<file path="src/rtl/uart_tx_buffered.sv">
// Buffered 8N1 UART transmitter: byte FIFO in front of a serializer.
// Frames go out LSB first, back to back with no idle gap.
module uart_tx_buffered #(
    parameter int CLKDIV = 15,
    parameter int AW     = 4
) (
    input  logic          clk,
    input  logic          rst,
    input  logic [7:0]    din,
    input  logic          din_valid,
    output logic          din_ready,
    output logic [AW:0]   used_slots,
    output logic          tx_pin,
    output logic          tx_busy
);

    localparam int DEPTH = 2 ** AW;
    localparam int CW    = $clog2(CLKDIV);

    localparam logic [CW-1:0] RELOAD = CW'(CLKDIV - 1);
    localparam logic [CW-1:0] CNT_ONE = CW'(1);
    localparam logic [AW:0]   FULL = (AW + 1)'(DEPTH);
    localparam logic [AW:0]   SLOT_ONE = (AW + 1)'(1);
    localparam logic [AW-1:0] PTR_ONE = AW'(1);

    localparam logic [1:0] IDLE  = 2'd0;
    localparam logic [1:0] START = 2'd1;
    localparam logic [1:0] DATA  = 2'd2;
    localparam logic [1:0] STOP  = 2'd3;

    logic [7:0]    mem [DEPTH];
    logic [AW-1:0] wr_ptr;
    logic [AW-1:0] rd_ptr;
    logic [AW:0]   count;

    logic [1:0]    state;
    logic [CW-1:0] baud;
    logic [2:0]    bit_idx;
    logic [7:0]    shift;

    logic          push;
    logic          pop;
    logic          expire;
    logic [7:0]    head;

    // Ready comes only from the registered count, never from din_valid.
    assign din_ready  = (count != FULL);
    assign used_slots = count;
    assign push       = din_valid & din_ready;
    assign expire     = (baud == '0);
    assign head       = mem[rd_ptr];

    // Pop when idle with data, or when a stop bit ends and more is queued.
    assign pop = (count != '0) &&
                 ((state == IDLE) || ((state == STOP) && expire));

    // FIFO storage; contents need no reset because count gates every read.
    always_ff @(posedge clk) begin
        if (push) begin
            mem[wr_ptr] <= din;
        end
    end

    // FIFO pointers and occupancy; push and pop together leave count alone.
    always_ff @(posedge clk or posedge rst) begin
        if (rst) begin
            wr_ptr <= '0;
            rd_ptr <= '0;
            count  <= '0;
        end else begin
            if (push) begin
                wr_ptr <= wr_ptr + PTR_ONE;
            end
            if (pop) begin
                rd_ptr <= rd_ptr + PTR_ONE;
            end
            unique case ({push, pop})
                2'b10:   count <= count + SLOT_ONE;
                2'b01:   count <= count - SLOT_ONE;
                default: count <= count;
            endcase
        end
    end

    // Serializer FSM; tx_pin is a flop so the pad never sees decode glitches.
    always_ff @(posedge clk or posedge rst) begin
        if (rst) begin
            state   <= IDLE;
            baud    <= '0;
            bit_idx <= '0;
            shift   <= '0;
            tx_pin  <= 1'b1;
            tx_busy <= 1'b0;
        end else begin
            unique case (state)
                IDLE: begin
                    tx_pin  <= 1'b1;
                    tx_busy <= 1'b0;
                    if (pop) begin
                        shift   <= head;
                        baud    <= RELOAD;
                        tx_pin  <= 1'b0;
                        tx_busy <= 1'b1;
                        state   <= START;
                    end
                end
                START: begin
                    if (!expire) begin
                        baud <= baud - CNT_ONE;
                    end else begin
                        baud    <= RELOAD;
                        tx_pin  <= shift[0];
                        bit_idx <= '0;
                        state   <= DATA;
                    end
                end
                DATA: begin
                    if (!expire) begin
                        baud <= baud - CNT_ONE;
                    end else begin
                        baud    <= RELOAD;
                        shift   <= {1'b0, shift[7:1]};
                        bit_idx <= bit_idx + 3'd1;
                        if (bit_idx == 3'd7) begin
                            tx_pin <= 1'b1;
                            state  <= STOP;
                        end else begin
                            tx_pin <= shift[1];
                        end
                    end
                end
                STOP: begin
                    if (!expire) begin
                        baud <= baud - CNT_ONE;
                    end else if (pop) begin
                        shift  <= head;
                        baud   <= RELOAD;
                        tx_pin <= 1'b0;
                        state  <= START;
                    end else begin
                        tx_busy <= 1'b0;
                        state   <= IDLE;
                    end
                end
                default: begin
                    state <= IDLE;
                end
            endcase
        end
    end

endmodule

</file>
<file path="config.mk">
export PLATFORM = sky130hd
export DESIGN_NAME = uart_tx_buffered
export DESIGN_NICKNAME = d
export VERILOG_FILES = /design/src/rtl/uart_tx_buffered.sv
export SDC_FILE = /design/constraint.sdc
export NUM_CORES = 1
export LEC_CHECK = 0
export ABC_AREA = 1
export BUFFER_PORTS_ARGS = -buffer_cell sky130_fd_sc_hd__buf_4
export CORE_UTILIZATION = 35
export CTS_CLUSTER_SIZE = 10
export DETAILED_ROUTE_END_ITERATION = 8
export GPL_TIMING_DRIVEN = 0
export HOLD_SLACK_MARGIN = 0.08
export PLACE_DENSITY = 0.47
export SLEW_MARGIN = 10
export SYNTH_ARGS = -nofsm -noshare
export SYNTH_HDL_FRONTEND = slang
export SYNTH_SLANG_ARGS = --single-unit
</file>
<file path="constraint.sdc">
create_clock -name clk -period 6.8 [get_ports clk]
set_input_delay 1.36 -clock clk [delete_from_list [all_inputs] [get_ports clk]]
set_output_delay 1.36 -clock clk [all_outputs]
set_load 0.005 [all_outputs]
</file>
==> results.md, run 1 <==
* Status: finished clean
* Sw power at 617 µW
* Worst-Margin Slew at 0.868 ns
* Vias per cell at 4.78
* Die area at 0.0212 mm²
* Post-synthesis mux area share at 0.278%
* Ys async rst share at 20.0%
* Mapped Area at 0.00721 mm²
* Leakage dissipation at 0.00340 µW
* Layout Skew at 0.00669 ns
* Crit Path Max Fanout at 8
* Synth Instances at 690
* Post-layout min period at 2.88 ns
* Commonest non-fill, non-tap cell in the layout: nand2_1
* Crit-path cells: inv_1 > ha_1 > nand4_2 > nand2_1 > nand2_2 > inv_1 > ha_1 > xor2_1 > ha_1 > inv_1 > nand2_1 > nand3_1 > nand2_1 > xor2_1 > nand2_1 > nand2_1
* HPWL after DPL at 12,000 µm
* Die Wd at 146 µm
* TritonCTS clock tree: done
* Sequential cell area fraction in the yosys report at 64.4%
* Core box area at 0.0202 mm²
* Largest stage delay, worst path at 0.37 ns
* Vias in the first global route at 4,821
* Pin count of the biggest net entering global routing at 33
* Worst skew pair latency at 0.43 ns
* Clock sink count at 160
* Post-route DRC at 0
* Rel. slew slack at 41.9%
* GR Util All Layers at 17.6%
* Critical Path RT at 7.16 ns
* Crit Path Class: reg -> reg
* Port bufs at 18
* First-pass GRT wire length at 27,500 µm
* Initial DRT Pass Iterations at 4
* Crit-path most repeated cell: nand2_1
* Starting Density at 35.6%
* Syn Nets at 720
* Wire per inst at 17.6 µm
* Worst reg2reg path startpoint: baud[0]$_DFF_PP0_
* Clk pin slew, worst setup/hold paths at 0.06 ns
* Syn avg cell area at 10.4 µm²
* Hold Crit Depth at 2
* DRT iter0 DRCs at 353
* Compound-cell area share of the yosys netlist at 5.31%
* Reg2reg path depth at 16
* Fin area at 0.00827 mm²
* Routability cong. at 0.806
* Comb pwr share at 10.2%
* R2r setup slk at 3.92 ns
* Slowest-stage cell, CP: dfrtp_1
* Postcts setup bufs at 0
* Sw Share at 25.3%
* Worst setup EP type: register
* Post-synthesis simple-gate area fraction at 19.8%
* Fin. Hold Viols at 0
* Final Setup Violations at 0
* PnR worst setup slack at 3.92 ns
* Reg power frac at 49.6%
* CP Launch Type: register
* Area Growth Syn to Fin at 14.8%
* Post-synth EDFFs at 128
* Pre-CTS setup slack at 3.67 ns
* # IOs at 19
* Placed cell area at 0.00768 mm²
* CTS Root Cell: clkbuf_16
* Routed vias at 4,827
* Synth Flop Type: edfxtp_1
* Crit path DAT at 3.24 ns
* CTS Buf Count at 17
* Post-synthesis xor/xnor area fraction at 1.70%
* HP Class: reg -> reg
* Post-synthesis adder-cell area fraction at 3.30%
* Worst setup path endpoint: used_slots[4]$_DFFE_PP0P_
* Final WL at 17,800 µm
* Most frequent cells in the layout: 188 x nand2_1, 128 x edfxtp_1, 80 x nor2_1
* Unrepaired setup endpoints after global routing: no
* Yosys reg bits at 160
* Number of nets in the layout at 757
* Setup TNS at 0 ns
* Max Cap Viol at 0
* Pwr/cell area at 294 mW/mm²
* VDD IR max at 165 µV
* Antenna cell count at 0
* Num rows at 52
* DRT antenna net count at 0
* Period utilisation layout at 42.3%
* Max Freq at 0.347 GHz
* Worst hold slack at 0.485 ns
* Count of cell types in the netlist at 35
* RR Endpoint: used_slots[4]$_DFFE_PP0P_
* CP startpoint: baud[0]$_DFF_PP0_
* Post-cts sizing count at 0
* Largest family of logic cells by synthesized area: simple AND/OR/NAND/NOR gates
* Initial antenna violation count at 0
* H-tree depth at 4
* Share of layout cells above drive strength 1 at 12.0%
* Global route overflow at 0
* Pint at 1820 µW
* Max Root-Sink Buffers at 2
* Slew Limit Fails at 0
* Ys Warns at 0
* # hold bufs at CTS at 0
* Clk pwr share at 40.2%
* Chip height at 146 µm
[final cells by class]
type,count,area (µm²)
timing repair buffer,18,135
clock buffer,19,433
buffer,24,141
fill,1957,12000
inverter,62,233
multi-input combinational,444,2190
clock inverter,12,159
sequential,160,4650
tap,270,338
[synth_stat cells, types with 3 or more instances]
cell type / n / area [µm²]
xnor2_1: 3 / 26.3
buf_2: 14 / 70.1
inv_1: 53 / 199
o21ai_1: 5 / 25.0
dfrtp_1: 31 / 776
nand3_1: 60 / 300
nand4_1: 3 / 18.8
edfxtp_1: 128 / 3840
nand2_4: 3 / 33.8
ha_1: 19 / 238
o21ai_0: 33 / 165
o211ai_1: 7 / 52.6
nand2_1: 188 / 706
inv_2: 8 / 30.0
nor2_1: 80 / 300
buf_4: 5 / 37.5
xor2_1: 11 / 96.3
a21oi_1: 17 / 85.1
[flip-flops by register name, indices dropped and copies added (netlist names)]
name and count:
bit_idx 3, wr_ptr 4, mem 128, rd_ptr 4, shift 8, baud 4, tx_pin 1, used_slots 5
state 2, tx_busy 1
[power groups by stage]
stage               Sequential [µW]  Combinational [µW]  Clock, µW
finish                         1210                 249        980
global route                   1220                 282       1030
CTS                            1210                 253        993
detailed placement             1230                 252          0
global placement               1230                 247          0
floorplan                      1220                 154          0
[worst min path at each step]
stage                          from                   end  slack (ns)
2_1_floorplan  shift[7]$_DFFE_PP0P_  shift[7]$_DFFE_PP0P_        0.45
3_3_place_gp   shift[4]$_DFFE_PP0P_  shift[4]$_DFFE_PP0P_        0.46
3_5_place_dp   shift[5]$_DFFE_PP0P_  shift[5]$_DFFE_PP0P_        0.47
4_1_cts        shift[5]$_DFFE_PP0P_  shift[5]$_DFFE_PP0P_        0.48
5_1_grt          tx_pin$_DFFE_PP1P_    tx_pin$_DFFE_PP1P_        0.50
6_report       shift[5]$_DFFE_PP0P_  shift[5]$_DFFE_PP0P_        0.49
[metrics by stage]
stage / util [%] / power [µW] / cells
after detailed placement: 38.0 / 1480 / 978
after global placement: 38.0 / 1470 / 978
final: 40.9 / 2440 / 1009
after floorplan: - / 1370 / 690
after global routing: 40.9 / 2530 / 1009
after CTS: 40.9 / 2450 / 1009
[logic make-up after synthesis]
| kind of cell | Yosys count |
|---|---|
| buf+inv | 86 |
| mux | 2 |
| simple gates | 341 |
| fa+ha+maj | 19 |
| compound gates | 68 |
| xor+xnor | 14 |
| flops | 160 |
[per-layer routing]
metal | GRT usage [%] | vias up | part of all wire, %
met5 | 0 | - | 0
met4 | 5.89 | 0 | 1.9
met2 | 29.6 | 97 | 49
li1 | - | 2372 | -
met3 | 3.04 | 22 | 3.4
met1 | 23.0 | 2336 | 46
[critical path: cells and delay by family, from the launching register on]
kind          cells  cell delay (ns)
buf+inv           3             0.51
flops             1             0.37
xor+xnor          2             0.36
simple gates      8             0.77
fa+ha+maj         3             0.78
(Power assumes the default switching activity.)
==> run 2: changes to the inputs <==
--- a/config.mk
+++ b/config.mk
@@ -5,14 +5,14 @@
 export SDC_FILE = /design/constraint.sdc
 export NUM_CORES = 1
 export LEC_CHECK = 0
-export ABC_AREA = 1
+export ABC_AREA = 0
 export BUFFER_PORTS_ARGS = -buffer_cell sky130_fd_sc_hd__buf_4
 export CORE_UTILIZATION = 35
 export CTS_CLUSTER_SIZE = 10
 export DETAILED_ROUTE_END_ITERATION = 8
 export GPL_TIMING_DRIVEN = 0
 export HOLD_SLACK_MARGIN = 0.08
-export PLACE_DENSITY = 0.47
+export PLACE_DENSITY = 0.49
 export SLEW_MARGIN = 10
 export SYNTH_ARGS = -nofsm -noshare
 export SYNTH_HDL_FRONTEND = slang
==> constraint.sdc (replaced) <==
create_clock -name clk -period 2.4 [get_ports clk]
set_input_delay 0.48 -clock clk [delete_from_list [all_inputs] [get_ports clk]]
set_output_delay 0.48 -clock clk [all_outputs]
set_load 0.005 [all_outputs]
==> results.md, run 2 <==
* Status: finished, violations left
* Failing checks: setup timing
* VDD IR max at 517 µV
* TritonCTS clock tree: done
* Period utilisation layout at 113%
* CTS Root Cell: clkbuf_16
* FF/Latch Area at 0.00465 mm²
* Routability cong. at 0.774
* Post-synth EDFFs at 128
* Post-layout min period at 2.70 ns
* Syn avg cell area at 16.4 µm²
* Number of nets in the layout at 491
* Max reg flops at 128
* Post-route DRC at 0
* Fin. Hold Viols at 0
* Final Core Density at 42.6%
* Most frequent cells in the layout: 128 x edfxtp_1, 32 x mux4_2, 32 x a21oi_1
* Port bufs at 18
* Worst setup EP type: register
* Unrepaired setup endpoints after global routing: yes
* Leakage dissipation at 0.00277 µW
* PnR worst setup slack at -0.301 ns
* Clock sink count at 160
* Critical Path RT at 2.73 ns
* Layout Skew at 0.0432 ns
* Yosys reg bits at 160
* Worst skew pair latency at 0.45 ns
* H-tree depth at 4
* # hold bufs at CTS at 0
* Post-Layout Cell Count at 734
* Reg2reg path depth at 13
* Mapped Area at 0.00682 mm²
* Fin area at 0.00804 mm²
* Chip height at 142 µm
* HP Class: in -> async
* Sequential cell area fraction in the yosys report at 68.1%
* Slew Limit Fails at 0
* Worst-Margin Slew at 0.869 ns
* Vias per cell at 4.99
* Pin count of the biggest net entering global routing at 33
* CP startpoint: used_slots[2]$_DFFE_PP0P_
* Global route overflow at 0
* Num rows at 50
* # IOs at 19
* Synth area leaders: edfxtp_1 56%, dfrtp_1 11%, mux4_2 11%
* Post-synth top area share at 56.3%
* Top-count cell post-synth: edfxtp_1
* Max Root-Sink Buffers at 2
* Max Cap Viol at 0
* Synth Flop Type: edfxtp_1
* CP Launch Type: register
* Placed insts at 694
* Crit Path Class: reg -> reg
* Crit path DAT at 3.03 ns
* Area Growth Syn to Fin at 17.8%
* Ys Warns at 0
* Syn Nets at 446
* Antenna cell count at 0
* Setup TNS at -0.724 ns
* Final Setup Violations at 4
* Commonest non-fill, non-tap cell in the layout: edfxtp_1
* Routed vias at 3,666
* HPWL after DPL at 9190 µm
* DRT antenna net count at 0
* Starting Density at 36.1%
* Die Wd at 142 µm
* Max Freq at 0.370 GHz
* Worst reg2reg path startpoint: used_slots[2]$_DFFE_PP0P_
* Multi-input gate area at 0.00207 mm²
* Ys async rst share at 20.0%
* Top cells by count, synth: 128 x edfxtp_1, 33 x a21oi_1, 32 x mux4_2, 31 x dfrtp_1, 27 x nor2_1
* CTS Buf Count at 17
* Fillers at 1,738
* Synth Instances at 416
* Wire per inst at 19.5 µm
* Reg with most FFs: mem
* Initial antenna violation count at 0
* Placed cell area at 0.00734 mm²
* Die area at 0.0201 mm²
* Count of cell types in the netlist at 51
* Final WL at 14,300 µm
* Top cell type by total area after synthesis: edfxtp_1
* Initial DRT Pass Iterations at 4
* DRT iter0 DRCs at 273
* Vias in the first global route at 3,804
* Clk pin slew, worst setup/hold paths at 0.07 ns
* Share of layout cells above drive strength 1 at 29.5%
* Pre-CTS setup slack at -0.579 ns
* GR Util All Layers at 15.5%
* First-pass GRT wire length at 22,200 µm
* Core box area at 0.0189 mm²
* Rel. slew slack at 41.8%
* Crit Path Max Fanout at 4
* Pwr/cell area at 1300 mW/mm²
## run 2: timing repair
item / 4_1_cts / 5_1_grt
gates resized for setup: 8 / 12
pin swaps: 8 / 8
setup endpoints to repair: 108 / 88
setup buffers: 7 / 2
## run 2: cells by family after synthesis
family	count (synthesis)	share of synthesized area, %
DFF	160	68.1
AOI/OAI and AO/OA	81	7.59
and+or+nand+nor	75	5.41
buffers and inverters	34	2.82
muxes	34	10.9
adders and majority gates	19	3.48
xor gates and xnor gates	13	1.67
## run 2: final timing paths
kind                                                  end  slack, ns
worst max-delay path            used_slots[4]$_DFFE_PP0P_      -0.30
worst min-delay path            used_slots[3]$_DFFE_PP0P_       0.16
worst max register to register  used_slots[4]$_DFFE_PP0P_      -0.30
worst min register to register     bit_idx[1]$_DFFE_PP0P_       0.50
max in group asynchronous           rd_ptr[1]$_DFFE_PP0P_       1.72
min in group clk                      mem[2][6]$_DFFE_PP_       0.35
## run 2: cell type report
| type | count | area share [%] |
|---|---|---|
| timing repair buffer | 27 | 2.52 |
| clock inverter | 14 | 2.01 |
| buffer | 22 | 2.02 |
| tap | 260 | 4.05 |
| sequential | 160 | 57.8 |
| inverter | 11 | 0.545 |
| multi-input combinational | 222 | 25.7 |
| clock buffer | 18 | 5.34 |
## run 2: critical path, stage by stage (launching register included)
cell     delay, ns
dfrtp_1       0.39
buf_6         0.13
or4_4         0.54
o22ai_4       0.25
inv_4         0.06
ha_4          0.17
buf_8         0.11
xor2_1        0.13
ha_2          0.22
nor2b_4       0.15
o21ai_2       0.05
a31oi_1       0.17
nor2_1        0.07
xor2_1        0.13
## run 2: power by group
part	total [µW]	leakage (µW)	switching, µW	internal, µW
clock network	2700	0.000285	1220	1490
logic	3980	0.000951	2180	1800
registers	3780	0.00153	267	3510
total	10500	0.00277	3670	6800
## run 2: layer usage
layer  share of wire (%)  track usage (%)
met4                 1.2             5.26
met3                 2.1             4.39
met5                   0                0
met2                  50             24.8
met1                  47             20.3
## run 2: stage by stage
step | hold slack (ns) | power (µW)
after floorplan | 0.464 | 6570
after global placement | 0.480 | 7540
after detailed placement | 0.495 | 7620
after CTS | 0.198 | 10500
after global routing | 0.224 | 11100
final | 0.159 | 10500
==> run 3: changes to the inputs <==
--- a/config.mk
+++ b/config.mk
@@ -13,6 +13,7 @@
 export GPL_TIMING_DRIVEN = 0
 export HOLD_SLACK_MARGIN = 0.08
 export PLACE_DENSITY = 0.49
+export SETUP_SLACK_MARGIN = 0.1
 export SLEW_MARGIN = 10
 export SYNTH_ARGS = -nofsm -noshare
 export SYNTH_HDL_FRONTEND = slang
==> results.md, run 3 (same netlist as run 2, synthesis figures left out) <==
* Max reg flops at 128
* Failing checks: setup timing
* Rel. slew slack at 50.8%
* Clk pin slew, worst setup/hold paths at 0.06 ns
* Crit path DAT at 2.95 ns
* Unrepaired setup endpoints after global routing: yes
* Starting Density at 36.1%
* Placed insts at 694
* Max Cap Viol at 0
* Reg with most FFs: mem
* VDD IR max at 768 µV
* Slowest-stage cell, CP: or4_4
* PnR worst setup slack at -0.268 ns
* Status: finished, violations left
* Crit-path cells: or4_4 > o22ai_4 > inv_4 > ha_4 > buf_8 > xor2_4 > ha_4 > o211ai_1 > a21oi_1 > a31oi_1 > nor2_1 > xor2_1
* Critical path's top delay family: simple AND/OR/NAND/NOR gates
* Vias per cell at 4.99
* Crit-path most repeated cell: ha_4
* Overall power at 10,400 µW
* Pwr/cell area at 1290 mW/mm²
* Core box area at 0.0189 mm²
* R2r setup slk at -0.27 ns
* Fillers at 1,707
* Number of nets in the layout at 492
* Post-Layout Cell Count at 735
* Post-layout min period at 2.67 ns
* Worst hold slack at 0.184 ns
* Worst skew pair latency at 0.42 ns
* Layout Skew at 0.0162 ns
* Multi-input gate area at 0.00213 mm²
* Slew Limit Fails at 0
* Die Wd at 142 µm
* Worst-Margin Slew at 0.738 ns
* First-pass GRT wire length at 22,300 µm
* CP Launch Type: register
* CTS Root Cell: clkbuf_16
* Post-route DRC at 0
* Largest stage delay, worst path at 0.58 ns
* Period utilisation layout at 111%
* Most frequent cells in the layout: 128 x edfxtp_1, 32 x mux4_2, 32 x a21oi_1
* Share of layout cells above drive strength 1 at 30.3%
* Worst reg2reg path startpoint: used_slots[0]$_DFFE_PP0P_
* FF/Latch Area at 0.00465 mm²
* Routability cong. at 0.758
* Worst setup EP type: register
* Worst Path Buf+Inv at 2
* Fin. Hold Viols at 0
* Wire per inst at 19.2 µm
* Commonest non-fill, non-tap cell in the layout: edfxtp_1
* Leakage dissipation at 0.00277 µW
* H-tree depth at 4
* DRT antenna net count at 0
* Fin area at 0.00808 mm²
* Reg2reg path depth at 12
* Chip height at 142 µm
* HPWL after DPL at 9120 µm
* Initial antenna violation count at 0
* DRT iter0 DRCs at 230
* # IOs at 19
* Crit Path Class: reg -> reg
* Num rows at 50
* HP Class: in -> async
* Final Setup Violations at 3
* GR Util All Layers at 15.4%
* Global route overflow at 0
* TritonCTS clock tree: done
* Die area at 0.0201 mm²
* Final Core Density at 42.8%
* Placed cell area at 0.00734 mm²
* Max Freq at 0.375 GHz
* RR Endpoint: used_slots[4]$_DFFE_PP0P_
* Vias in the first global route at 3,840
* Max Root-Sink Buffers at 2
* CTS Buf Count at 17
* Crit Path Max Fanout at 6
* Antenna cell count at 0
* Critical Path RT at 2.69 ns
* Area Growth Syn to Fin at 18.4%
* Routed vias at 3,664
* Clock sink count at 160
* Initial DRT Pass Iterations at 4
* Port bufs at 18
* # hold bufs at CTS at 0
* Pin count of the biggest net entering global routing at 33
* Final WL at 14,100 µm
run 3: cell types whose count changed in the layout (fill, tap and decap cells not counted), sizes merged:
cell and change:
clkinv +2, buf +1, clkbuf +1, inv -2
bufinv -1
run 3: power by group:
group | switching, µW | total, µW | internal [µW]
Sequential | 273 | 3790 | 3510
Clock | 1170 | 2540 | 1370
Combinational | 2230 | 4090 | 1860
run 3: metrics by stage:
| step | setup TNS, ns | setup slack, ns |
|---|---|---|
| floorplan | -0.766 | -0.342 |
| detailed placement | -9.69 | -0.572 |
| global route | -1.03 | -0.440 |
| global placement | -17.36 | -0.531 |
| finish | -0.631 | -0.268 |
| CTS | -0.635 | -0.296 |
run 3: routing by layer:
metal | vias up | share of wire (%) | global-route usage, %
met5 | - | 0 | 0
met4 | 0 | 1.1 | 4.92
met3 | 13 | 3.0 | 3.41
met2 | 59 | 51 | 25.6
met1 | 1882 | 45 | 20.0
li1 | 1710 | - | -
run 3: what timing repair did:
action / CTS / global route
setup buffers: 9 / 1
gates resized for setup: 19 / 14
endpoints found under the setup margin: 134 / 75
pin swaps: 8 / 7
run 3: final cells by class:
cell class / instances / share of cell area, %
inverters: 11 / 0.542
clock inverters: 13 / 1.49
well taps: 260 / 4.03
flip-flops and latches: 160 / 57.5
repair buffers: 28 / 2.69
multi-input cells: 222 / 26.3
plain buffers: 22 / 2.06
clock buffers: 19 / 5.36
run 3: worst max path at each step:
stage                         startpoint                        end  cells past startpoint
2_1_floorplan  used_slots[2]$_DFFE_PP0P_  used_slots[4]$_DFFE_PP0P_                     13
3_3_place_gp   used_slots[2]$_DFFE_PP0P_  used_slots[4]$_DFFE_PP0P_                     13
3_5_place_dp   used_slots[2]$_DFFE_PP0P_  used_slots[4]$_DFFE_PP0P_                     13
4_1_cts        used_slots[1]$_DFFE_PP0P_  used_slots[4]$_DFFE_PP0P_                     13
5_1_grt        used_slots[1]$_DFFE_PP0P_  used_slots[4]$_DFFE_PP0P_                     13
6_report       used_slots[0]$_DFFE_PP0P_  used_slots[4]$_DFFE_PP0P_                     12
